## config.mk

```make
export PLATFORM = sky130hd
export DESIGN_NAME = pulse_stretcher
export DESIGN_NICKNAME = d
export VERILOG_FILES = /design/src/rtl/pulse_stretcher_pkg.sv /design/src/rtl/pulse_stretcher_ld_down_counter.sv /design/src/rtl/pulse_stretcher.sv
export SDC_FILE = /design/constraint.sdc
export NUM_CORES = 1
export LEC_CHECK = 0
export BUFFER_PORTS_ARGS = -buffer_cell sky130_fd_sc_hd__buf_2
export CORE_MARGIN = 2
export CORE_UTILIZATION = 58
export CTS_CLUSTER_SIZE = 20
export DETAILED_ROUTE_END_ITERATION = 6
export PLACE_DENSITY = 0.87
export RECOVER_POWER = 50
export SLEW_MARGIN = 20
export SYNTH_ARGS = -nofsm -noshare
export SYNTH_HDL_FRONTEND = slang
export SYNTH_SLANG_ARGS = --single-unit
export TNS_END_PERCENT = 20
```

## constraint.sdc

```tcl
create_clock -name i_clk -period 4 [get_ports i_clk]
set_input_delay 0.8 -clock i_clk [delete_from_list [all_inputs] [get_ports i_clk]]
set_output_delay 0.8 -clock i_clk [all_outputs]
set_load 0.05 [all_outputs]
```

## src/rtl/pulse_stretcher_pkg.sv

```systemverilog
// Shared types and width helpers for the pulse stretcher and its counters.
package pulse_stretcher_pkg;

  // Output FSM: IDLE waits for an event, HIGH drives the level, GAP forces
  // a low spacer between replayed events.
  typedef enum logic [1:0] {
    ST_IDLE = 2'd0,
    ST_HIGH = 2'd1,
    ST_GAP  = 2'd2
  } state_e;

  localparam int STATE_W = 2;

  // Width needed to hold 0..max_val, never less than one bit.
  function automatic int cnt_width(input int max_val);
    if (max_val < 1) return 1;
    return $clog2(max_val + 1);
  endfunction

endpackage

```

## src/rtl/pulse_stretcher_ld_down_counter.sv

```systemverilog
// Loadable down counter with a "last cycle" flag (count == 1).
// Load has priority over enable; the count stops at zero.
module pulse_stretcher_ld_down_counter
  import pulse_stretcher_pkg::*;
#(
  parameter int W = 4
) (
  input  logic         i_clk,
  input  logic         i_rst_n,
  input  logic         i_load,
  input  logic [W-1:0] i_load_val,
  input  logic         i_en,
  output logic         o_last
);

  logic [W-1:0] r_count;

  // Count register: synchronous reset, load wins over decrement.
  always_ff @(posedge i_clk) begin
    if (!i_rst_n) begin
      r_count <= '0;
    end else if (i_load) begin
      r_count <= i_load_val;
    end else if (i_en && (r_count != '0)) begin
      r_count <= r_count - W'(1);
    end
  end

  assign o_last = (r_count == W'(1));

endmodule

```

## src/rtl/pulse_stretcher.sv

```systemverilog
// Pulse stretcher: turns single-cycle event strobes into fixed-length
// visible levels. Events arriving while busy are queued in a saturating
// pending counter and replayed with a low gap between them; with
// RETRIGGER set, an event during HIGH extends the current level instead.
//
// Interface semantics: i_pulse_in is a plain strobe with no handshake;
// every cycle it is sampled high at a rising edge counts as one event.
// All outputs are registered and change only on the rising edge.
module pulse_stretcher
  import pulse_stretcher_pkg::*;
#(
  parameter  int HOLD_CYCLES = 10,
  parameter  int GAP_CYCLES  = 5,
  parameter  int PEND_MAX    = 7,
  parameter  int RETRIGGER   = 0,
  localparam int PW          = $clog2(PEND_MAX + 1)
) (
  input  logic          i_clk,
  input  logic          i_rst_n,
  input  logic          i_pulse_in,
  input  logic          i_clr_ovf,
  output logic          o_out_level,
  output logic          o_busy,
  output logic [PW-1:0] o_pending,
  output logic          o_overflow,
  output state_e        o_state
);

  localparam int HW = cnt_width(HOLD_CYCLES);
  localparam int GW = cnt_width(GAP_CYCLES);

  localparam logic [HW-1:0] HOLD_LD   = HW'(HOLD_CYCLES);
  localparam logic [GW-1:0] GAP_LD    = GW'(GAP_CYCLES);
  localparam logic [PW-1:0] PEND_FULL = PW'(PEND_MAX);

  state_e        r_state;
  state_e        w_state_nxt;
  logic          r_out_level;
  logic          r_busy;
  logic [PW-1:0] r_pending;
  logic          r_overflow;

  logic w_hold_load;
  logic w_hold_en;
  logic w_hold_last;
  logic w_gap_load;
  logic w_gap_en;
  logic w_gap_last;
  logic w_inc;
  logic w_dec;
  logic w_has_pend;
  logic w_full;
  logic w_drop;

  assign w_has_pend = (r_pending != '0);
  assign w_full     = (r_pending == PEND_FULL);
  // An event is only lost when the queue is full and nothing leaves it.
  assign w_drop     = w_inc && !w_dec && w_full;

  pulse_stretcher_ld_down_counter #(.W(HW)) u_hold_cnt (
    .i_clk      (i_clk),
    .i_rst_n    (i_rst_n),
    .i_load     (w_hold_load),
    .i_load_val (HOLD_LD),
    .i_en       (w_hold_en),
    .o_last     (w_hold_last)
  );

  pulse_stretcher_ld_down_counter #(.W(GW)) u_gap_cnt (
    .i_clk      (i_clk),
    .i_rst_n    (i_rst_n),
    .i_load     (w_gap_load),
    .i_load_val (GAP_LD),
    .i_en       (w_gap_en),
    .o_last     (w_gap_last)
  );

  // Next-state, counter control and queue push/pop decisions.
  always_comb begin
    w_state_nxt = r_state;
    w_hold_load = 1'b0;
    w_hold_en   = 1'b0;
    w_gap_load  = 1'b0;
    w_gap_en    = 1'b0;
    w_inc       = 1'b0;
    w_dec       = 1'b0;
    case (r_state)
      ST_IDLE: begin
        // A queued event (left over from the last gap cycle) is replayed
        // first; a fresh strobe in the same cycle takes its queue slot.
        if (i_pulse_in || w_has_pend) begin
          w_state_nxt = ST_HIGH;
          w_hold_load = 1'b1;
          if (w_has_pend) begin
            w_dec = 1'b1;
            w_inc = i_pulse_in;
          end
        end
      end
      ST_HIGH: begin
        if ((RETRIGGER != 0) && i_pulse_in) begin
          w_hold_load = 1'b1;
        end else begin
          w_hold_en = 1'b1;
          w_inc     = i_pulse_in;
          if (w_hold_last) begin
            if (GAP_CYCLES > 0) begin
              w_state_nxt = ST_GAP;
              w_gap_load  = 1'b1;
            end else if (w_has_pend) begin
              w_hold_load = 1'b1;
              w_dec       = 1'b1;
            end else begin
              w_state_nxt = ST_IDLE;
            end
          end
        end
      end
      ST_GAP: begin
        w_gap_en = 1'b1;
        w_inc    = i_pulse_in;
        if (w_gap_last) begin
          if (w_has_pend) begin
            w_state_nxt = ST_HIGH;
            w_hold_load = 1'b1;
            w_dec       = 1'b1;
          end else begin
            w_state_nxt = ST_IDLE;
          end
        end
      end
      default: begin
        w_state_nxt = ST_IDLE;
      end
    endcase
  end

  // State, registered outputs, pending queue and sticky overflow.
  always_ff @(posedge i_clk) begin
    if (!i_rst_n) begin
      r_state     <= ST_IDLE;
      r_out_level <= 1'b0;
      r_busy      <= 1'b0;
      r_pending   <= '0;
      r_overflow  <= 1'b0;
    end else begin
      r_state     <= w_state_nxt;
      r_out_level <= (w_state_nxt == ST_HIGH);
      r_busy      <= (w_state_nxt != ST_IDLE);
      if (w_inc && !w_dec && !w_full) begin
        r_pending <= r_pending + PW'(1);
      end else if (w_dec && !w_inc) begin
        r_pending <= r_pending - PW'(1);
      end
      if (w_drop) begin
        r_overflow <= 1'b1;
      end else if (i_clr_ovf) begin
        r_overflow <= 1'b0;
      end
    end
  end

  assign o_out_level = r_out_level;
  assign o_busy      = r_busy;
  assign o_pending   = r_pending;
  assign o_overflow  = r_overflow;
  assign o_state     = r_state;

endmodule

```

Word-level counts from Yosys, hierarchy flattened --
Cells that the tools add are included.
Word-level totals: register bits after elaboration 15, latch bits 0, memory bits (writable) 0, memory bits (read-only) 0, input port bits 4, output and inout port bits 8, word-level logic and storage cells 68, memories kept 0
Operators by class: add/subtract/negate cells 4, $mul 0, divide/modulo/power cells 0, $lt $le $gt $ge 0, equal/unequal tests 6, shift operators 0, muxes and demuxes 26, bitwise logic cells 1, reductions and logical operators 22
Operators with widths (count):
- 2-to-1 mux 1 bit | 13
- 2-to-1 mux 3 bit | 4
- nonzero test 2 bit | 5
- 2-to-1 mux 4 bit | 2
- logical AND 1 bit | 6
- 2-to-1 mux 2 bit | 3
- case mux 1 bit (2 select lines) | 3
- case mux 2 bit (3 select lines) | 1
- nonzero test 3 bit | 2
- OR reduction 2 bit | 3
- subtractor 3 x 1 -> 3 bit (second input constant) | 2
- equality test 2 x 1 -> 1 bit (second input constant) | 2
- equality test 4 x 1 -> 1 bit (second input constant) | 1
- nonzero test 4 bit | 1
- subtractor 4 x 1 -> 4 bit (second input constant) | 1
- adder 3 x 1 -> 3 bit (second input constant) | 1
- equality test 3 x 1 -> 1 bit (second input constant) | 1
- equality test 3 bit (second input constant) | 1
- logical NOT 1 bit | 3
- equality test 2 bit (second input constant) | 1
- logical NOT 2 bit | 1
- logical OR 1 bit | 1
- NOT 1 bit | 1

Depth between registers and ports, before layout --
depth after elaboration 8, depth in mapped cells 10, depth with buffers taken out 10

By module --
A second synthesis with hierarchy kept.
Second synthesis, totals: cell total of the unflattened synthesis 125, area, all modules 1051.0 µm²
Modules (own cells, without submodules):
- pulse_stretcher | times used 1, cells an instance 64, area an instance 558.0 µm²
- pulse_stretcher_ld_down_counter at u_hold_cnt | times used 1, cells an instance 35, area an instance 271.5 µm²
- pulse_stretcher_ld_down_counter at u_gap_cnt | times used 1, cells an instance 26, area an instance 221.5 µm²

Least setup slack after synthesis --
Ideal clock, no wire load.
kind reg2reg, start point register r_state[0] (netlist: o_state[0]), end point register r_pending[2] (netlist: o_pending[2]), library setup time 122 ps, data arrival time 2861 ps, required time 3878 ps, setup slack 1018 ps, stages on the path, launching flop included 11, path buffers 0, clock period less this slack 2982 ps, cell sequence dfxtp_1 > inv_1 > ha_1 > nand3b_1 > nand2b_1 > nand4_1 > fa_1 > or4_1 > a21oi_1 > o21ai_0 > o311a_1
Between the ends: cells in the longest elaborated chain, start to end 6
RTL lines:
- start: declaration | line pulse_stretcher.sv:36 | state_e r_state;
- start signal: assignment | line pulse_stretcher.sv:147 | r_state <= w_state_nxt;
- equality test 2 bit (tied with other cells) | line pulse_stretcher.sv:87 | case (r_state)
- OR reduction 2 bit (no source line) or case mux 1 bit (2 select lines) (tied branches)
- case mux 1 bit (2 select lines) or logical NOT 1 bit (tied branches) | line pulse_stretcher.sv:87, pulse_stretcher.sv:150
- logical AND 1 bit or logical NOT 1 bit (tied branches) | line pulse_stretcher.sv:150, pulse_stretcher.sv:152
- logical AND 1 bit (on tied branches) | line pulse_stretcher.sv:150, pulse_stretcher.sv:152
- 2-to-1 mux 3 bit or nonzero test 2 bit (tied branches)
- end signal: assignment | line pulse_stretcher.sv:151 | r_pending <= r_pending + PW'(1);
- end signal: assignment | line pulse_stretcher.sv:153 | r_pending <= r_pending - PW'(1);
- end: declaration | line pulse_stretcher.sv:40 | logic [PW-1:0] r_pending;
Several ways; a longest one is shown, not always the timed one. A chain may end at the register's enable or synchronous reset.

Worst setup path in the final report --
Same ends and word-level chain as after synthesis.

==> results.yml <==
clocking:
  post_cts_resize_count: 0
  cts_setup_buffers: 0
  htree_levels: 1
  clock_sinks: 15
  path_clk_slew_ns: 0.09
  cts_tree: "done"
  clk-insertion-delay-late_ns: 0.29
  cts_inserted_buffers: 3
  cts_hold_buf: 0
  clock_path_buffers: 2
  cts_root_buf: "clkbuf_4"
cells_and_area:
  fin_util_pct: 69.10
  syn_to_final_growth_pct: 8.575
  n_antenna_cell: 0
  layout.nets: 142
  instances_no_fill: 142
  final_layout_size_suffix_gt1_share_pct: 15.08
drt:
  dr.first_iter.drc_count: 19
  via_per_inst: 6.204
  drt_wl_total_mm: 2.083
  drt_first_pass_iters: 4
  drc: 0
  num_vias: 881
  postRouteAntennaNets: 0
  routedWlPerCell_um: 14.67
yosys:
  synthFlopType: "dfxtp_1"
  syn_inst: 112
  ys_ff_latch: 15
  synth_top_cell_by_area: "dfxtp_1"
  ys_types: 44
  ys.warnings.count: 0
  synthArstFlopShare_pct: 0
  syn_area_um2: 992.2
  synth_area_leaders: "dfxtp_1, ha_1, inv_1, a21boi_0, nor2_1"
  synthDominantCellAreaShare_pct: 30.26
  ys_seq_area_share_pct: 30.26
  synth_fp_nets: 127
  syn_avg_cell_area_um2: 8.859
  synth_edf_count: 0
critical_path:
  reg2reg_setup_slack_ns: 1.15
  critPathCapture: "o_pending[2]$_SDFFE_PN0P_"
  startpoint_type: "register"
  crit_required_ns: 4.18
  arrival_ns: 3.03
  critPathSlowestCell: "or4_1"
  worstReg2RegEnd: "o_pending[2]$_SDFFE_PN0P_"
  cp.depth: 10
  cp-startpoint: "o_state[0]$_SDFF_PN0_"
  cpPeakStageDelay_ns: 0.56
  cp.buffers_inverters: 1
  reg2reg_from: "o_state[0]$_SDFF_PN0_"
  cp-end-kind: "register"
  ff2ff_path_depth: 10
  crit_type: "register to register"
  cp_cell_sequence: "inv_1 > ha_1 > nand3b_1 > nand2b_1 > nand4_1 > fa_1 > or4_1 > a21oi_1 > o21ai_0 > o311a_1"
  critPathMaxFanout: 7
  cp_top_family: "simple AND/OR/NAND/NOR gates"
sta:
  clock.fmax_mhz: 351.4
  finalClockSkew_ns: 0.002018
  hold_violations: 0
  finalSetupViolations: 0
  slew_headroom_pct: 59.22
  maxSlewViolCount: 0
  min_period_ns: 2.846
  worst_pin_slew_ns: 0.6143
  setup_tns_ns: 0
  rsz0062_at_grt: "no"
  period_share_pct: 71.15
grt:
  grt_start_max_net_pins: 14
  use_met1_pct: 27.83
  grt_usage_pct: 25.27
  grt_overflow: 0
  grtUsageMet2_pct: 42.86
  grt_use_met3_pct: 3.600
  antenna_found_initial: 0
  grt_pass1_wl_mm: 3.677
  grt_pass1_vias: 890
  busiest_layer: "met2"
floorplanning:
  ios: 12
  dieArea_um2: 2058
  die_w_um: 45.36
  die_h_um: 45.36
  rows: 14
  core_um2: 1559
  initial_core_util_pct: 63.64
place:
  portBuffers: 11
  hpwl_mm: 1.584
  gp_congestion: 0.8438
  dp_cells: 138
power_and_ir_drop:
  swShare_pct: 48.82
  power_density_nw_per_um2: 702.0
  comb_power_share_pct: 57.0
  p_switching_uw: 369.2
  ir_worst_vdd_mv: 0.4848
  internal-power_uw: 387.1
  power_uw: 756.2
  power_frac_seq_pct: 31.3
  pwr-share-clk_pct: 11.7
  p_leak_nw: 0.4722
run:
  cap_violations: 0
hold_path:
  hold_class: "register to register"
outcome:
  status: "complete, no violations"
-- registers in the layout, indices dropped and copies added, names as in the netlist --
name                count
o_overflow              1
o_state                 2
o_busy                  1
u_hold_cnt.r_count      4
u_gap_cnt.r_count       3
o_pending               3
o_out_level             1
-- worst register-to-register path: stages (launching register included) --
cell,delay [ns]
dfxtp_1,0.47
inv_1,0.10
ha_1,0.27
nand3b_1,0.21
nand2b_1,0.21
nand4_1,0.15
fa_1,0.42
or4_1,0.56
a21oi_1,0.15
o21ai_0,0.08
o311a_1,0.13
-- cells in the mapped netlist, types with 2 or more instances --
master,instances
dfxtp_1,15
inv_1,11
ha_1,10
nor2_1,8
nand2_1,7
a21boi_0,5
nand3_1,5
o21ai_0,5
a21oi_1,3
xnor2_1,3
a21o_1,2
and3_1,2
nand2b_1,2
nand4_1,2
o311a_1,2
or4_1,2
-- kinds of logic after synthesis --
logic type / Yosys count / share of synthesized area [%]
flip-flops: 15 / 30.27
multiplexers: 1 / 1.009
XOR/XNOR: 4 / 3.532
AO/OA/AOI/OAI: 31 / 23.83
AND/OR/NAND/NOR: 38 / 22.19
buffers and inverters: 12 / 4.539
adder cells (fa/ha/maj): 11 / 14.63
-- area by class of cell --
cell class	instances	area [µm²]
multi-input cells	85	639.4
clock buffers	4	26.28
well taps	16	20.02
flip-flops and latches	15	300.3
inverters	11	41.29
repair buffers	11	50.05
fillers	138	481.7
-- per-layer routing --
layer  part of all wire [%]  vias up  wire length, µm
met5                      0        -                0
met4                    3.0        0               62
met3                    3.4        6               71
met2                     50       21             1034
met1                     44      422              914
li1                       -      432                -
-- layout by cell type, fill, tap and decap left out, types with 2 or more instances in the layout --
cell type and count:
o311a_1 2, inv_1 11, o21ai_0 5, dfxtp_1 15, and3_1 2, a21oi_1 4, a21o_1 2, clkbuf_1 5
a21boi_0 5, buf_2 7, clkbuf_4 3, ha_1 10, xnor2_1 3, or4_1 2, nand2b_1 2, nand4_1 2
nand2_1 7, nor2_1 8, nand3_1 5
-- worst min path at each step --
| stage | cells past startpoint | endpoint | start | slack (ns) |
|---|---|---|---|---|
| floorplan | 2 | u_hold_cnt.r_count[2]$_SDFFE_PP0P_ | u_hold_cnt.r_count[2]$_SDFFE_PP0P_ | 0.50 |
| global placement | 2 | u_hold_cnt.r_count[2]$_SDFFE_PP0P_ | u_hold_cnt.r_count[2]$_SDFFE_PP0P_ | 0.53 |
| detailed placement | 2 | u_hold_cnt.r_count[2]$_SDFFE_PP0P_ | u_hold_cnt.r_count[2]$_SDFFE_PP0P_ | 0.54 |
| CTS | 2 | u_hold_cnt.r_count[2]$_SDFFE_PP0P_ | u_hold_cnt.r_count[2]$_SDFFE_PP0P_ | 0.57 |
| global route | 2 | u_hold_cnt.r_count[2]$_SDFFE_PP0P_ | u_hold_cnt.r_count[2]$_SDFFE_PP0P_ | 0.60 |
| finish | 2 | u_hold_cnt.r_count[2]$_SDFFE_PP0P_ | u_hold_cnt.r_count[2]$_SDFFE_PP0P_ | 0.56 |
-- through the flow --
step | instance area, µm² | setup slack [ns] | hold WS (ns)
after global placement | 1064 | 1.258 | 0.5290
after CTS | 1090 | 1.197 | 0.5660
after detailed placement | 1064 | 1.194 | 0.5377
final | 1077 | 1.154 | 0.5611
after global routing | 1077 | 0.9873 | 0.6046
after floorplan | 992.2 | 1.018 | 0.4999
-- power by group through the flow --
stage               Sequential (mW)  Clock, mW  Combinational [mW]
floorplan                     0.317          0               0.268
detailed placement            0.239          0               0.437
CTS                           0.237     0.0929               0.437
global route                  0.243     0.0963               0.476
finish                        0.237     0.0885               0.431
global placement              0.236          0               0.422
Note: power is estimated with default switching activity, not from simulation.
